File: src/rtl/mem_writer.sv
// Byte-serial store unit: takes a byte, half or word store from the memory
// stage and writes it to an 8-bit memory bus one byte per granted cycle,
// little-endian, lowest address first.
module mem_writer #(
    parameter logic [31:0] IDLE_ADDR = 32'h0
) (
    input  logic        clk_in,
    input  logic        rst_in,
    input  logic        rdy_in,
    input  logic        req_i,
    input  logic [31:0] addr_i,
    input  logic [31:0] data_i,
    input  logic [1:0]  width_i,
    input  logic        bus_gnt_i,
    output logic        bus_req_o,
    output logic        busy_o,
    output logic        done_o,
    output logic        err_o,
    output logic [31:0] mem_a,
    output logic [7:0]  mem_dout,
    output logic        mem_wr
);

    typedef enum logic [1:0] {
        ST_IDLE,
        ST_WAIT_GNT,
        ST_WRITE,
        ST_DONE
    } state_t;

    state_t      state_q, state_d;
    logic [31:0] addr_q,  addr_d;
    logic [31:0] data_q,  data_d;
    logic [2:0]  count_q, count_d;
    logic [1:0]  idx_q,   idx_d;
    logic        err_q,   err_d;

    logic        write_slot;

    // State and store latches; everything holds unless ready is high.
    always_ff @(posedge clk_in or negedge rst_in) begin
        if (!rst_in) begin
            state_q <= ST_IDLE;
            addr_q  <= 32'h0;
            data_q  <= 32'h0;
            count_q <= 3'd0;
            idx_q   <= 2'd0;
            err_q   <= 1'b0;
        end else begin
            state_q <= state_d;
            addr_q  <= addr_d;
            data_q  <= data_d;
            count_q <= count_d;
            idx_q   <= idx_d;
            err_q   <= err_d;
        end
    end

    // Next-state logic: accept stores in IDLE, step one byte per granted cycle.
    always_comb begin
        state_d = state_q;
        addr_d  = addr_q;
        data_d  = data_q;
        count_d = count_q;
        idx_d   = idx_q;
        err_d   = err_q;

        if (rdy_in) begin
            err_d = 1'b0;
            case (state_q)
                ST_IDLE: begin
                    if (req_i) begin
                        if (width_i == 2'b11) begin
                            err_d = 1'b1;
                        end else begin
                            addr_d  = addr_i;
                            data_d  = data_i;
                            count_d = 3'd1 << width_i;
                            idx_d   = 2'd0;
                            state_d = ST_WAIT_GNT;
                        end
                    end
                end
                ST_WAIT_GNT: begin
                    if (bus_gnt_i) begin
                        state_d = ST_WRITE;
                    end
                end
                ST_WRITE: begin
                    if (bus_gnt_i) begin
                        if ({1'b0, idx_q} == (count_q - 3'd1)) begin
                            state_d = ST_DONE;
                        end else begin
                            idx_d = idx_q + 2'd1;
                        end
                    end
                end
                ST_DONE: begin
                    state_d = ST_IDLE;
                end
                default: begin
                    state_d = ST_IDLE;
                end
            endcase
        end
    end

    // Bus and status outputs; the write strobe is gated by ready directly.
    always_comb begin
        write_slot = (state_q == ST_WRITE) && bus_gnt_i;
        mem_wr     = write_slot && rdy_in;
        mem_a      = IDLE_ADDR;
        mem_dout   = 8'h00;
        if (write_slot) begin
            mem_a    = addr_q + {30'b0, idx_q};
            mem_dout = data_q[{idx_q, 3'b000} +: 8];
        end
        busy_o    = (state_q == ST_WAIT_GNT) || (state_q == ST_WRITE);
        bus_req_o = busy_o;
        done_o    = (state_q == ST_DONE);
        err_o     = err_q;
    end

endmodule

File: config.mk
export PLATFORM = sky130hd
export DESIGN_NAME = mem_writer
export DESIGN_NICKNAME = d
export VERILOG_FILES = /design/src/rtl/mem_writer.sv
export SDC_FILE = /design/constraint.sdc
export NUM_CORES = 1
export LEC_CHECK = 0
export ABC_AREA = 1
export BUFFER_PORTS_ARGS = -buffer_cell sky130_fd_sc_hd__buf_2
export CAP_MARGIN = 20
export CELL_PAD_IN_SITES_DETAIL_PLACEMENT = 0
export CELL_PAD_IN_SITES_GLOBAL_PLACEMENT = 1
export CORE_AREA = 2 2 163 85
export DETAILED_ROUTE_END_ITERATION = 16
export DIE_AREA = 0 0 165 87
export HOLD_SLACK_MARGIN = 0.05
export PLACE_DENSITY = 0.78
export SLEW_MARGIN = 20
export SYNTH_ARGS = -nofsm -noshare
export SYNTH_HDL_FRONTEND = slang
export SYNTH_SLANG_ARGS = --single-unit
File: constraint.sdc
create_clock -name clk_in -period 1.52 [get_ports clk_in]
set_clock_uncertainty 0.05 [all_clocks]
set_input_delay 0.152 -clock clk_in [delete_from_list [all_inputs] [get_ports clk_in]]
set_output_delay 0.152 -clock clk_in [all_outputs]
set_load 0.05 [all_outputs]
# Word-level counts from Yosys, hierarchy flattened

Cells that the tools add are included.
Widths: inputs -> output; s select.

Flip-flop bits (word level): 72
Latch bits: 0
Bits in writable memories: 0
Memory bits (read-only): 0
Logic and storage cells: 47
Memories kept: 0

Add/subtract/negate cells: 3
Multiply operators: 0
Div/mod/pow operators: 0
Order comparisons: 0
Equality and inequality tests: 11
Shift-type cells: 2
Muxes and demuxes: 16
Bitwise logic cells: 1
Reductions and logical operators: 8

Operators with widths:

| kind                | number |
|---|---|
| $add 32x2->32       | 1 |
| $mux 32             | 1 |
| $shiftx 32x6->8     | 1 |
| $mux 2              | 9 |
| $ne 2x2->1 const B  | 6 |
| $reduce_and 6->1    | 2 |
| $mux 8              | 1 |
| $pmux 2 s4          | 1 |
| $eq 2x2->1 const B  | 3 |
| $pmux 2 s2          | 1 |
| $reduce_and 4->1    | 1 |
| $eq 2x3->1          | 1 |
| $mux 1              | 3 |
| $shl 1x2->3 const A | 1 |
| $sub 3x1->3 const B | 1 |
| $add 2x1->2 const B | 1 |
| $eq 2x1->1 const B  | 1 |
| $logic_and 1x1->1   | 2 |
| $logic_not 2->1     | 1 |
| $reduce_bool 2->1   | 1 |
| $logic_or 1x1->1    | 1 |
| $not 1->1           | 1 |

# Depth between registers and ports, before layout

Word-level depth: 5
Depth in mapped cells: 10
Mapped depth without buffers: 10

# Least setup slack after synthesis

OpenSTA, ideal clock, no wires.

Path kind: flip-flop to output port
Start: reg addr_q[0]
End: out mem_a[2]
Arrival time: 2.184 ns
Required time: 1.318 ns
Path slack: -0.866 ns
Stages on the path, launching flop included: 6
Cell sequence: dfrtp_1 ha_1 fa_1 nand2_2 inv_1 nor3_1

Longest elaborated chain between the ends: 2

Ends and longest elaborated chain:

| item                   | line | RTL |
|---|---|---|
| from (decl)            | 32   | `logic [31:0] addr_q, addr_d;` |
| from (signal assigned) | 51   | `addr_q <= addr_d;` |
| $add 32x2->32          | 115  | `mem_a = addr_q + {30'b0, idx_q};` |
| $mux 32                | 114  | `if (write_slot) begin` |
| to (decl)              | 19   | `output logic [31:0] mem_a,` |

No other way between the ends.

# Final worst setup path

Start: reg idx_q[0]
End: out mem_a[8]

Longest elaborated chain between the ends: 2

Ends and longest elaborated chain:

| item                   | line | RTL |
|---|---|---|
| from (decl)            | 35   | `logic [1:0] idx_q, idx_d;` |
| from (signal assigned) | 54   | `idx_q <= idx_d;` |
| $add 32x2->32          | 115  |  |
| $mux 32                | 114  |  |

No other way between the ends.

==> results by group <==
Logic synthesis
  • Post-Syn Instances: 624
  • Average size of a mapped cell: 6.93 µm²
  • Post-Syn Area: 0.00432 mm²
  • Leading area contributor after synthesis: dfrtp_1
  • Library cells used by synthesis: 30
  • Synth Register Bits: 72
  • Yosys top cell area share: 0.417
  • Ranking of synthesized cells by area: dfrtp_1 (42%), nand2_1 (22%), nor2_1 (8.2%), o21ai_0 (4.7%), inv_1 (3.3%)
  • Register area share after synthesis: 0.417
  • Yosys warns: 0
  • Synthesized Nets: 703

Cells and area
  • Core Util, Final: 0.696
  • ANT cells: 0
  • Share of layout cells above drive strength 1: 0.571
  • Layout Cells excl Fill: 1,102
  • Synth-to-Final Area Change: 111%
  • Filler cells: 986
  • Fin nets: 1,000

Placed design
  • Gpl congestion: 0.878
  • DP HPWL: 11.6 mm
  • Setup WS pre-CTS: -0.523 ns
  • Placed insts: 965
  • Buffers on Ports: 115

Power
  • LEAKAGE: 4.17 nW
  • Pwr Total: 0.0155 W
  • Maximum vdd drop: 0.807 mV
  • Pwr Density: 1700 mW/mm²

Routing
  • Starting DRT DRC Count: 382
  • Residual DRC: 0
  • Wire length per cell: 16.9 µm
  • Vias per inst: 4.82
  • Pre-antenna DRT Iters: 4
  • Post-route ant nets: 0
  • DR vias: 5,308
  • Routed wire length: 18.6 mm

Run
  • Max-Cap Viols: 0

Die
  • Initial Util: 0.330
  • Die area: 0.0144 mm²
  • Die W: 165 µm
  • Core Region: 0.0131 mm²
  • Boundary pin count: 116
  • Die Ht: 87 µm
  • Core Rows: 30

GRT
  • Total gr overflow: 0
  • Gr usage total: 0.259
  • Largest net degree at the start of global routing: 73
  • Initial antenna violation count: 0
  • Global-route wire length before repair: 28.0 mm
  • Vias in the first global route: 5,212

Timing
  • Finish-stage setup viols: 115
  • Fmax achieved: 0.411 GHz
  • Unrepaired setup endpoints after global routing: true
  • Final-report max-slew violation count: 0
  • Max_slew headroom: 0.725
  • Slack of the critical path: -0.913 ns
  • Crit share post-route: 1.60
  • Worst slew pin tran: 0.413 ns
  • Fin. Hold Viols: 0
  • Fin crit period: 2.43 ns

Clock network
  • Clk buf depth: 2
  • Worst-Skew Late Latency: 0.33 ns
  • Root Driver: clkbuf_16
  • H-Tree Depth: 3
  • Sink Count: 72
  • CTS Buf Count: 9
  • Reg clk slew, reported paths: 0.06 ns
  • CTS tree: built

Worst setup path
  • Required @ worst endpoint: 1.32 ns
  • CP Capture Type: output pin
  • CP Class: flop to output pin
  • CP Launch Type: flop
  • Worst Path Arrival: 2.23 ns
  • Max FO, Critical Path: 3

Status
  • Failing checks: setup timing
  • Status: complete, but fails checks

Hold path
  • HP Class: primary input to flop
## what timing repair did
item	in CTS	in global routing
resized for setup	308	112
endpoints found under the setup margin	113	115
pin swaps	35	29
endpoints found under the hold margin	137	0
setup buffers	26	26
hold buffers	66	0
gates cloned	15	0
## cells in the mapped netlist, drive strengths merged
master,n
nand2,269
nand3b,2
dfrtp,72
nor2,111
nor3,1
xnor2,3
ha,7
buf,20
or2,1
nand4,3
o21a,2
fa,1
nor3b,1
o22ai,1
xor2,6
inv,40
nand3,19
clkbuf,3
o21ai,42
a21oi,20
## registers in the layout, indices dropped and copies added, names as in the netlist
name,flops
count_q,3
data_q,32
idx_q,2
addr_q,32
state_q,2
err_o,1
## critical path, cell delays in order (launching register included)
cell and delay [ns]:
dfrtp_1 0.43, ha_4 0.19, fa_2 0.42, nand2_4 0.12
buf_12 0.11, nor2_4 0.04, nand2_4 0.11, buf_6 0.12
o21ai_4 0.05, a21oi_4 0.13, buf_6 0.17
## worst paths after layout
path,startpoint,cells past startpoint,end,slack [ns]
max in group asynchronous,rst_in,3,count_q[0]$_DFFE_PN0P_,0.74
min,width_i[0],3,count_q[1]$_DFFE_PN0P_,0.1
min in group asynchronous,rst_in,3,data_q[27]$_DFFE_PN0P_,0.33
max,idx_q[0]$_DFFE_PN0P_,10,mem_a[8],-0.91
max reg2reg,state_q[1]$_DFFE_PN0P_,11,addr_q[17]$_DFFE_PN0P_,-0.38
min reg2reg,err_o$_DFFE_PN0P_,2,err_o$_DFFE_PN0P_,0.44
## layout make-up
| type | instances | area (µm²) | area share |
|---|---|---|---|
| Clock buffer | 10 | 229 | 0.0251 |
| Clock inverter | 6 | 68.8 | 0.00755 |
| Inverter | 40 | 189 | 0.0207 |
| Multi-Input combinational cell | 489 | 3440 | 0.377 |
| Sequential cell | 72 | 1810 | 0.198 |
| Tap cell | 176 | 220 | 0.0242 |
| Timing Repair Buffer | 309 | 3170 | 0.347 |
## layout by cell type, fill, tap and decap left out, drive strengths merged, types with 2 or more instances in the layout
cell and instances:
dlygate4sd3 66, a21oi 20, ha 7, nand2 269
o21a 2, o21ai 42, inv 39, clkinv 4
dfrtp 72, nor2 111, xnor2 3, buf 242
nand3 19, clkinvlp 2, xor2 6, clkbuf 10
nand3b 2, nand4 3
## stage by stage
stage               TNS (ns)  hold WS [ns]  cell area [µm²]
finish                -50.08        0.0998             9110
global route          -57.58         0.108             9110
CTS                   -39.46        0.0925             8620
detailed placement    -23.35         0.171             6100
global placement      -19.70         0.171             6100
floorplan              -7.41        -0.194             4790
## layer usage
| metal | GRT usage | part of all wire |
|---|---|---|
| met4 | 0.0435 | 0.0075 |
| met3 | 0.0600 | 0.075 |
| met1 | 0.392 | 0.49 |
| met5 | 0 | 0 |
| met2 | 0.380 | 0.43 |
## cell families (layout without fill, tap and decap cells)
| logic type | after synthesis | count (layout) | synth area share |
|---|---|---|---|
| and+or+nand+nor | 407 | 407 | 0.393 |
| AOI/OAI and AO/OA | 65 | 65 | 0.0767 |
| adders and majority gates | 8 | 8 | 0.0249 |
| buffers and inverters | 63 | 365 | 0.0704 |
| xor gates and xnor gates | 9 | 9 | 0.0182 |
| DFF | 72 | 72 | 0.417 |
## report_power, final
part / total, W / internal (W) / switching (W)
sequential: 0.00388 / 0.00287 / 0.00101
combinational: 0.00938 / 0.00427 / 0.00511
clock: 0.00220 / 0.00128 / 0.000918
total: 0.0155 / 0.00842 / 0.00704
(Power assumes the default switching activity.)
